File: src/rtl/alu_seq_pkg.sv
// Shared constants for alu_seq: opcodes, external ALU select codes and FSM state encoding.
package alu_seq_pkg;

    typedef logic [2:0] op_t;
    typedef logic [1:0] sel_t;
    typedef logic [1:0] state_t;

    localparam op_t OP_LOAD  = 3'b000;
    localparam op_t OP_ADD   = 3'b001;
    localparam op_t OP_NOTB  = 3'b010;
    localparam op_t OP_AND   = 3'b011;
    localparam op_t OP_OR    = 3'b100;
    localparam op_t OP_STORE = 3'b101;
    localparam op_t OP_CLR   = 3'b110;
    localparam op_t OP_RSVD  = 3'b111;

    localparam sel_t SEL_ADD  = 2'b00;
    localparam sel_t SEL_NOTB = 2'b01;
    localparam sel_t SEL_AND  = 2'b10;
    localparam sel_t SEL_OR   = 2'b11;

    localparam state_t ST_IDLE  = 2'd0;
    localparam state_t ST_ISSUE = 2'd1;
    localparam state_t ST_OUT   = 2'd2;

    // Map an ALU opcode onto the external ALU select code.
    function automatic sel_t op_to_sel(input op_t op);
        case (op)
            OP_NOTB: return SEL_NOTB;
            OP_AND:  return SEL_AND;
            OP_OR:   return SEL_OR;
            default: return SEL_ADD;
        endcase
    endfunction

endpackage

File: src/rtl/alu_seq_if.sv
// Command, external ALU and result signals of alu_seq bundled as one interface.
interface alu_seq_if;
    import alu_seq_pkg::*;

    logic        cmd_valid;
    op_t         cmd_op;
    logic [7:0]  cmd_data;
    logic        cmd_ready;

    logic [7:0]  alu_a;
    logic [7:0]  alu_b;
    sel_t        alu_sel;
    logic [7:0]  alu_f;
    logic        alu_ovf;

    logic        res_valid;
    logic [7:0]  res_data;
    logic        res_ovf;
    logic        res_ready;
    logic [7:0]  op_count;

    // Environment side: issues commands, hosts the ALU, consumes results.
    modport master (
        output cmd_valid, cmd_op, cmd_data, alu_f, alu_ovf, res_ready,
        input  cmd_ready, alu_a, alu_b, alu_sel, res_valid, res_data, res_ovf, op_count
    );

    // Sequencer side.
    modport slave (
        input  cmd_valid, cmd_op, cmd_data, alu_f, alu_ovf, res_ready,
        output cmd_ready, alu_a, alu_b, alu_sel, res_valid, res_data, res_ovf, op_count
    );

endinterface

File: src/rtl/alu_seq.sv
// Accumulator sequencer driving an external 8-bit ALU: issue/capture in two edges,
// sticky add-overflow, saturating op counter and a held result output.
module alu_seq
    import alu_seq_pkg::*;
(
    input  logic     clk,
    input  logic     rst,
    alu_seq_if.slave bus
);

    state_t     state;
    logic [7:0] acc;
    logic       sticky_ovf;
    logic [7:0] alu_a_q;
    logic [7:0] alu_b_q;
    sel_t       alu_sel_q;
    logic       res_valid_q;
    logic [7:0] res_data_q;
    logic       res_ovf_q;
    logic [7:0] op_count_q;

    // Commands are only taken in IDLE; reset forces ready low combinationally.
    assign bus.cmd_ready = (state == ST_IDLE) && !rst;
    assign bus.alu_a     = alu_a_q;
    assign bus.alu_b     = alu_b_q;
    assign bus.alu_sel   = alu_sel_q;
    assign bus.res_valid = res_valid_q;
    assign bus.res_data  = res_data_q;
    assign bus.res_ovf   = res_ovf_q;
    assign bus.op_count  = op_count_q;

    // Command accept, ALU result capture and result handshake.
    always_ff @(posedge clk) begin
        if (rst) begin
            state       <= ST_IDLE;
            acc         <= '0;
            sticky_ovf  <= 1'b0;
            alu_a_q     <= '0;
            alu_b_q     <= '0;
            alu_sel_q   <= SEL_ADD;
            res_valid_q <= 1'b0;
            res_data_q  <= '0;
            res_ovf_q   <= 1'b0;
            op_count_q  <= '0;
        end else begin
            case (state)
                ST_IDLE: begin
                    if (bus.cmd_valid) begin
                        case (bus.cmd_op)
                            OP_LOAD: acc <= bus.cmd_data;
                            OP_ADD, OP_NOTB, OP_AND, OP_OR: begin
                                alu_a_q   <= acc;
                                alu_b_q   <= bus.cmd_data;
                                alu_sel_q <= op_to_sel(bus.cmd_op);
                                state     <= ST_ISSUE;
                            end
                            OP_STORE: begin
                                res_data_q  <= acc;
                                res_ovf_q   <= sticky_ovf;
                                res_valid_q <= 1'b1;
                                state       <= ST_OUT;
                            end
                            OP_CLR: begin
                                acc        <= '0;
                                sticky_ovf <= 1'b0;
                                op_count_q <= '0;
                            end
                            default: ; // reserved opcode is consumed with no effect
                        endcase
                    end
                end
                ST_ISSUE: begin
                    // alu_sel still holds the issued op, so it tells us whether overflow counts
                    acc <= bus.alu_f;
                    if (alu_sel_q == SEL_ADD) begin
                        sticky_ovf <= sticky_ovf | bus.alu_ovf;
                    end
                    if (op_count_q != 8'hFF) begin
                        op_count_q <= op_count_q + 8'd1;
                    end
                    state <= ST_IDLE;
                end
                ST_OUT: begin
                    if (bus.res_ready) begin
                        res_valid_q <= 1'b0;
                        state       <= ST_IDLE;
                    end
                end
                default: state <= ST_IDLE;
            endcase
        end
    end

endmodule

File: src/flat_wrapper.sv
// flat-port wrapper written by rule: the top's interface ports become plain ports
module alu_seq_flat import alu_seq_pkg::*;
  (clk, rst, bus_cmd_valid, bus_cmd_op, bus_cmd_data, bus_alu_f, bus_alu_ovf, bus_res_ready, bus_cmd_ready, bus_alu_a, bus_alu_b, bus_alu_sel, bus_res_valid, bus_res_data, bus_res_ovf, bus_op_count);
  alu_seq_if bus_i ();
  input  logic clk;
  input  logic rst;
  input wire logic [$bits(bus_i.cmd_valid)-1:0] bus_cmd_valid;
  input wire logic [$bits(bus_i.cmd_op)-1:0] bus_cmd_op;
  input wire logic [$bits(bus_i.cmd_data)-1:0] bus_cmd_data;
  input wire logic [$bits(bus_i.alu_f)-1:0] bus_alu_f;
  input wire logic [$bits(bus_i.alu_ovf)-1:0] bus_alu_ovf;
  input wire logic [$bits(bus_i.res_ready)-1:0] bus_res_ready;
  output wire logic [$bits(bus_i.cmd_ready)-1:0] bus_cmd_ready;
  output wire logic [$bits(bus_i.alu_a)-1:0] bus_alu_a;
  output wire logic [$bits(bus_i.alu_b)-1:0] bus_alu_b;
  output wire logic [$bits(bus_i.alu_sel)-1:0] bus_alu_sel;
  output wire logic [$bits(bus_i.res_valid)-1:0] bus_res_valid;
  output wire logic [$bits(bus_i.res_data)-1:0] bus_res_data;
  output wire logic [$bits(bus_i.res_ovf)-1:0] bus_res_ovf;
  output wire logic [$bits(bus_i.op_count)-1:0] bus_op_count;
  assign bus_i.cmd_valid = bus_cmd_valid;
  assign bus_i.cmd_op = bus_cmd_op;
  assign bus_i.cmd_data = bus_cmd_data;
  assign bus_i.alu_f = bus_alu_f;
  assign bus_i.alu_ovf = bus_alu_ovf;
  assign bus_i.res_ready = bus_res_ready;
  assign bus_cmd_ready = bus_i.cmd_ready;
  assign bus_alu_a = bus_i.alu_a;
  assign bus_alu_b = bus_i.alu_b;
  assign bus_alu_sel = bus_i.alu_sel;
  assign bus_res_valid = bus_i.res_valid;
  assign bus_res_data = bus_i.res_data;
  assign bus_res_ovf = bus_i.res_ovf;
  assign bus_op_count = bus_i.op_count;
  alu_seq u_core (.clk(clk), .rst(rst), .bus(bus_i));
endmodule
File: config.mk
export PLATFORM = sky130hd
export DESIGN_NAME = alu_seq_flat
export DESIGN_NICKNAME = d
export VERILOG_FILES = /design/src/rtl/alu_seq_pkg.sv /design/src/rtl/alu_seq_if.sv /design/src/rtl/alu_seq.sv /design/src/flat_wrapper.sv
export SDC_FILE = /design/constraint.sdc
export NUM_CORES = 1
export LEC_CHECK = 0
export CORE_MARGIN = 10
export CORE_UTILIZATION = 30
export DETAILED_ROUTE_END_ITERATION = 8
export PLACE_DENSITY = 0.55
export REMOVE_ABC_BUFFERS = 1
export SYNTH_ARGS = -nofsm -noshare
export SYNTH_HDL_FRONTEND = slang
export SYNTH_SLANG_ARGS = --single-unit
File: constraint.sdc
create_clock -name clk -period 1.5 [get_ports clk]
set_input_delay 0.3 -clock clk [delete_from_list [all_inputs] [get_ports clk]]
set_output_delay 0.3 -clock clk [all_outputs]
set_load 0.05 [all_outputs]
**Word-level counts from Yosys, hierarchy flattened**

Index checks and enable logic that the tools add are counted.
Widths: inputs -> output; s select.

- Muxes and demuxes: 20
- Add/subtract/negate cells: 1
- Equality and inequality tests: 17
- Bitwise gates (word level): 1
- Reductions and logical operators: 15

Operator list:

| operator | count |
|---|---|
| $pmux 8 s2 | 3 |
| $mux 8 | 4 |
| $reduce_and 3->1 | 4 |
| $reduce_and 4->1 | 3 |
| $eq 3x3->1 const B | 3 |
| $add 8x1->8 const B | 1 |
| $ne 2x2->1 const B | 4 |
| $ne 8x8->1 const B | 1 |
| $pmux 2 s2 | 2 |
| $eq 3x2->1 const B | 2 |
| $mux 1 | 6 |
| $ne 3x3->1 const B | 2 |
| $pmux 2 s3 | 1 |
| $logic_not 2->1 | 2 |
| $mux 2 | 2 |
| $ne 2x1->1 const B | 2 |
| $pmux 1 s2 | 2 |
| $reduce_bool 2->1 | 2 |
| $reduce_or 4->1 | 1 |
| $eq 3x1->1 const B | 1 |
| $logic_not 3->1 | 1 |
| $eq 2x1->1 const B | 1 |
| $eq 2x2->1 const B | 1 |
| $logic_and 1x1->1 | 1 |
| 2 further kinds | 2 |

- Bits in registers: 47
- Word-level logic and storage cells: 64
- Output and inout bits: 37
- Bits of input ports: 24

**Logic depth before layout (Yosys ltp)**

Gate-level depths: netlist of the first run.

- Word-level depth: 5
- Gate-level depth with buffers: 6
- Mapped depth without buffers: 5

**Worst setup path after synthesis of the first run**

OpenSTA, ideal clock, no wires.

- Path type: register to register
- Start: register u_core.state[1]
- End: register u_core.state[0]
- Arrival time: 2.044 ns
- Data required time: 1.434 ns
- Path slack: -0.610 ns
- Library setup time: 0.066 ns
- Cell stages (with the launch flop): 4
- Path buffers: 1
- Period minus slack after synthesis: 2.110 ns
- Cell sequence: dfxtp_1 clkbuf_1 nor3_1 and4_1

- Word-level cells in the longest chain between the ends: 3
- Elaborated cells between the ends (all ways): 7
- Those cells by class: eq/ne: 4; mux: 1; reduce/logical: 2

RTL lines:

| element | line | text |
|---|---|---|
| start, declared | alu_seq.sv:11 | `state_t state;` |
| start signal, assigned | alu_seq.sv:35 | `state <= ST_IDLE;` |
| start signal, assigned | alu_seq.sv:55 | `state <= ST_ISSUE;` |
| start signal, assigned | alu_seq.sv:61 | `state <= ST_OUT;` |
| $eq 2x2->1 / $logic_not 2->1 (equally long branches) | alu_seq.sv:46 | `case (state)` |
| $ne 2x2->1 (no source line) / $ne 3x3->1 (equally long branches) | -- |  |
| $reduce_and 3->1 (no source line) | -- |  |

Several ways; a longest one is shown, not always the timed one.
A chain may end at the register's enable or synchronous reset.

**Final worst setup path of the first run**

- Start: register u_core.state[0]
- End: output port bus_cmd_ready

- Word-level cells in the longest chain between the ends: 2

RTL lines:

| element | line | text |
|---|---|---|
| $logic_not 2->1 | alu_seq.sv:23 | `assign bus.cmd_ready = (state == ST_IDLE) && !rst;` |
| $logic_and 1x1->1 | alu_seq.sv:23 |  |
| end, declared | flat_wrapper.sv:13 | `output wire logic [$bits(bus_i.cmd_ready)-1:0] bus_cmd_ready;` |

No other way between the ends.

==> results of run 1 <==
## cell type report
class / count / area (um2)
fill: 621 / 3190
timing repair buffer: 99 / 1320
multi-input combinational: 165 / 1110
sequential: 47 / 951
tap: 96 / 120
clock buffer: 6 / 72.6
inverter: 4 / 15.0
clock inverter: 2 / 12.5
## flip-flops by register name (all words and copies together), names as in the netlist
register              count
u_core.bus.res_data       8
u_core.bus.alu_a          8
u_core.bus.res_valid      1
u_core.bus.op_count       8
u_core.acc                8
u_core.bus.res_ovf        1
u_core.sticky_ovf         1
u_core.state              2
u_core.bus.alu_sel        2
u_core.bus.alu_b          8
## kinds of logic after synthesis
logic type,Yosys count,synth area share
buffers and inverters,21,0.0483
AO/OA/AOI/OAI,59,0.182
adder cells (fa/ha/maj),1,0.00596
flip-flops,47,0.448
AND/OR/NAND/NOR,79,0.192
multiplexers,25,0.119
XOR/XNOR,1,0.00417
## layout by cell type (no fill, tap or decap), drive strengths merged, types with 8 or more instances in the layout
cell type	synthesis	layout
o21ai	16	16
mux2i	25	25
nand2	13	13
a211o	8	8
clkdlybuf4s50	0	18
dfxtp	47	47
nand3	12	12
buf	9	76
a21oi	19	19
nor2	30	30
## final timing paths
check | from | endpoint | slack, ps | depth (start not counted)
hold / removal | rst | u_core.bus.op_count[0] | 460 | 3
setup reg to reg | u_core.bus.op_count[0] | u_core.bus.op_count[0] | 20 | 5
hold reg to reg | u_core.acc[6] | u_core.acc[6] | 500 | 2
setup / recovery | u_core.state[0] | bus_cmd_ready | -6 | 4
## per-layer routing
metal / part of all wire / track usage
met3: 0.049 / 0.0335
met4: 0.0098 / 0.0333
met1: 0.44 / 0.140
met5: 0 / 0
met2: 0.50 / 0.181
## power breakdown
group	total, mW	internal (mW)	switching (mW)
clock	0.770	0.327	0.444
combinational	0.581	0.298	0.284
sequential	1.33	1.29	0.0421
## stage by stage
stage	cells	area, um2	power [mW]
floorplan	216	2010	1.59
global placement	405	3390	1.91
detailed placement	405	3390	1.92
CTS	413	3490	2.68
global route	419	3600	2.80
finish	419	3600	2.68
## worst register-to-register path, delay by kind of cell, from the launching register on
family                     cells  cell delay, ps
and+or+nand+nor                3             770
DFF                            1             350
adders and majority gates      1             160
AOI/OAI and AO/OA              1             140
## what timing repair did
action	CTS	global route
pin swaps	1	3
hold buffers	0	0
setup buffers	0	5
gates cloned	0	1
resized for setup	11	17
endpoints found under the setup margin	42	29
==> run metrics, run 1 <==
slowest stage delay, CP between 300 and 400 ps; synthesis-to-layout area growth 71.6%; CP arrival between 1000 and 1500 ps; Slowest-stage cell, CP dfxtp_4; clock latency on the worst-skew pair 300 ps; effective utilization at floorplan 0.309; fraction of final layout cells sized beyond drive strength 1 0.310; DRT iter0 DRCs between 100 and 150; Vias between 2,000 and 2,500; most used cell, CP buf_6; gr usage total 0.112; Worst path top cell family by delay flip-flops; vias per inst around 4.9; Die H a little over 100 um; critical path peak fanout 4; clock skew around 2.9 ps; DP Worst Slack -469 ps; FMAX about 660 MHz; cell with the most instances after synthesis dfxtp_1; Req. time, crit path around 1200 ps; Hold Fails Final Rpt 0; Tcrit/Tclk final 1.00; initial antenna violation count 0; Clock Root Buffer clkbuf_8; GRT Residual Overflow 0; DR WL/cell between 15 and 20 um; EDFF count, synth 0; final net count ~350; post-layout min period roughly 1500 ps; Die X ~100 um; Pwr Density around 740 nW/um2; top_reg_cell synth dfxtp_1; Post-Syn Instances 233; Worst Setup Slack, final -5.94 ps; ys async rst share 0; largest net degree at the start of global routing 23; die area between 10,000 and 15,000 um2; cell area after synthesis ~2100 um2; status finished, violations left; Final Core Density 0.530; largest cells by area after synthesis dfxtp_1, mux2i_1, nor2_1, a21oi_1, o21ai_0; Setup-failing EPs final 1; Final Max Tran Viols 0; Setup crit end kind output port; clk slew on worst S/H paths approximately 90 ps; vias in the first global route 1,948; unrepaired setup endpoints after global routing true; Commonest cells post-synth dfxtp_1, nor2_1, mux2i_1; CTS tree yes; post-synth cell types 42; gpl congestion 0.764; CTS Sinks between 40 and 50; Startpoint Class flip-flop; CP Cell Sequence buf_6 > nor3_4 > buf_6 > buf_12; failing checks negative setup slack; first-pass GRT wire length a little over 10 mm; Synth Area per Inst roughly 9 um2; Fin Setup TNS -5.94 ps; # port buffers 60; sequential area share after synthesis 0.448; area share of the largest cell type after synthesis 0.448; HP Class input port to flip-flop; number of routed nets with antenna violations 0; depth of the CTS H-tree 2; max cap viols 0; Bufs and invs on worst path 3; Ys Warns 0; VDD IR max ~470 uV; Lkg Pwr ~1.5 nW; hold_ws between 400 and 500 ps; Worst Tran Pin Value roughly 400 ps; Inserted Diodes 0; Crit Path Category flip-flop to output port; post-synth top area cell dfxtp_1; synthesis-stage register bit count 47; CTS Buf Count 5; Post-Route WL about 6.4 mm; DRT Pass-1 Iters 5; hpwl dp approximately 4.5 mm; Residual DRC 0; Boundary Pins approximately 60; Slew headroom 0.728; row count 30; core area a little under 7000 um2; clock tree buffer depth 2
Power figures use the tool's default switching activity.
==> run 2: changes to the inputs <==
CTS_CLUSTER_SIZE = 30   (was default)
==> results of run 2 <==
Final layout, timing and power as in run 1 (identical DEF).
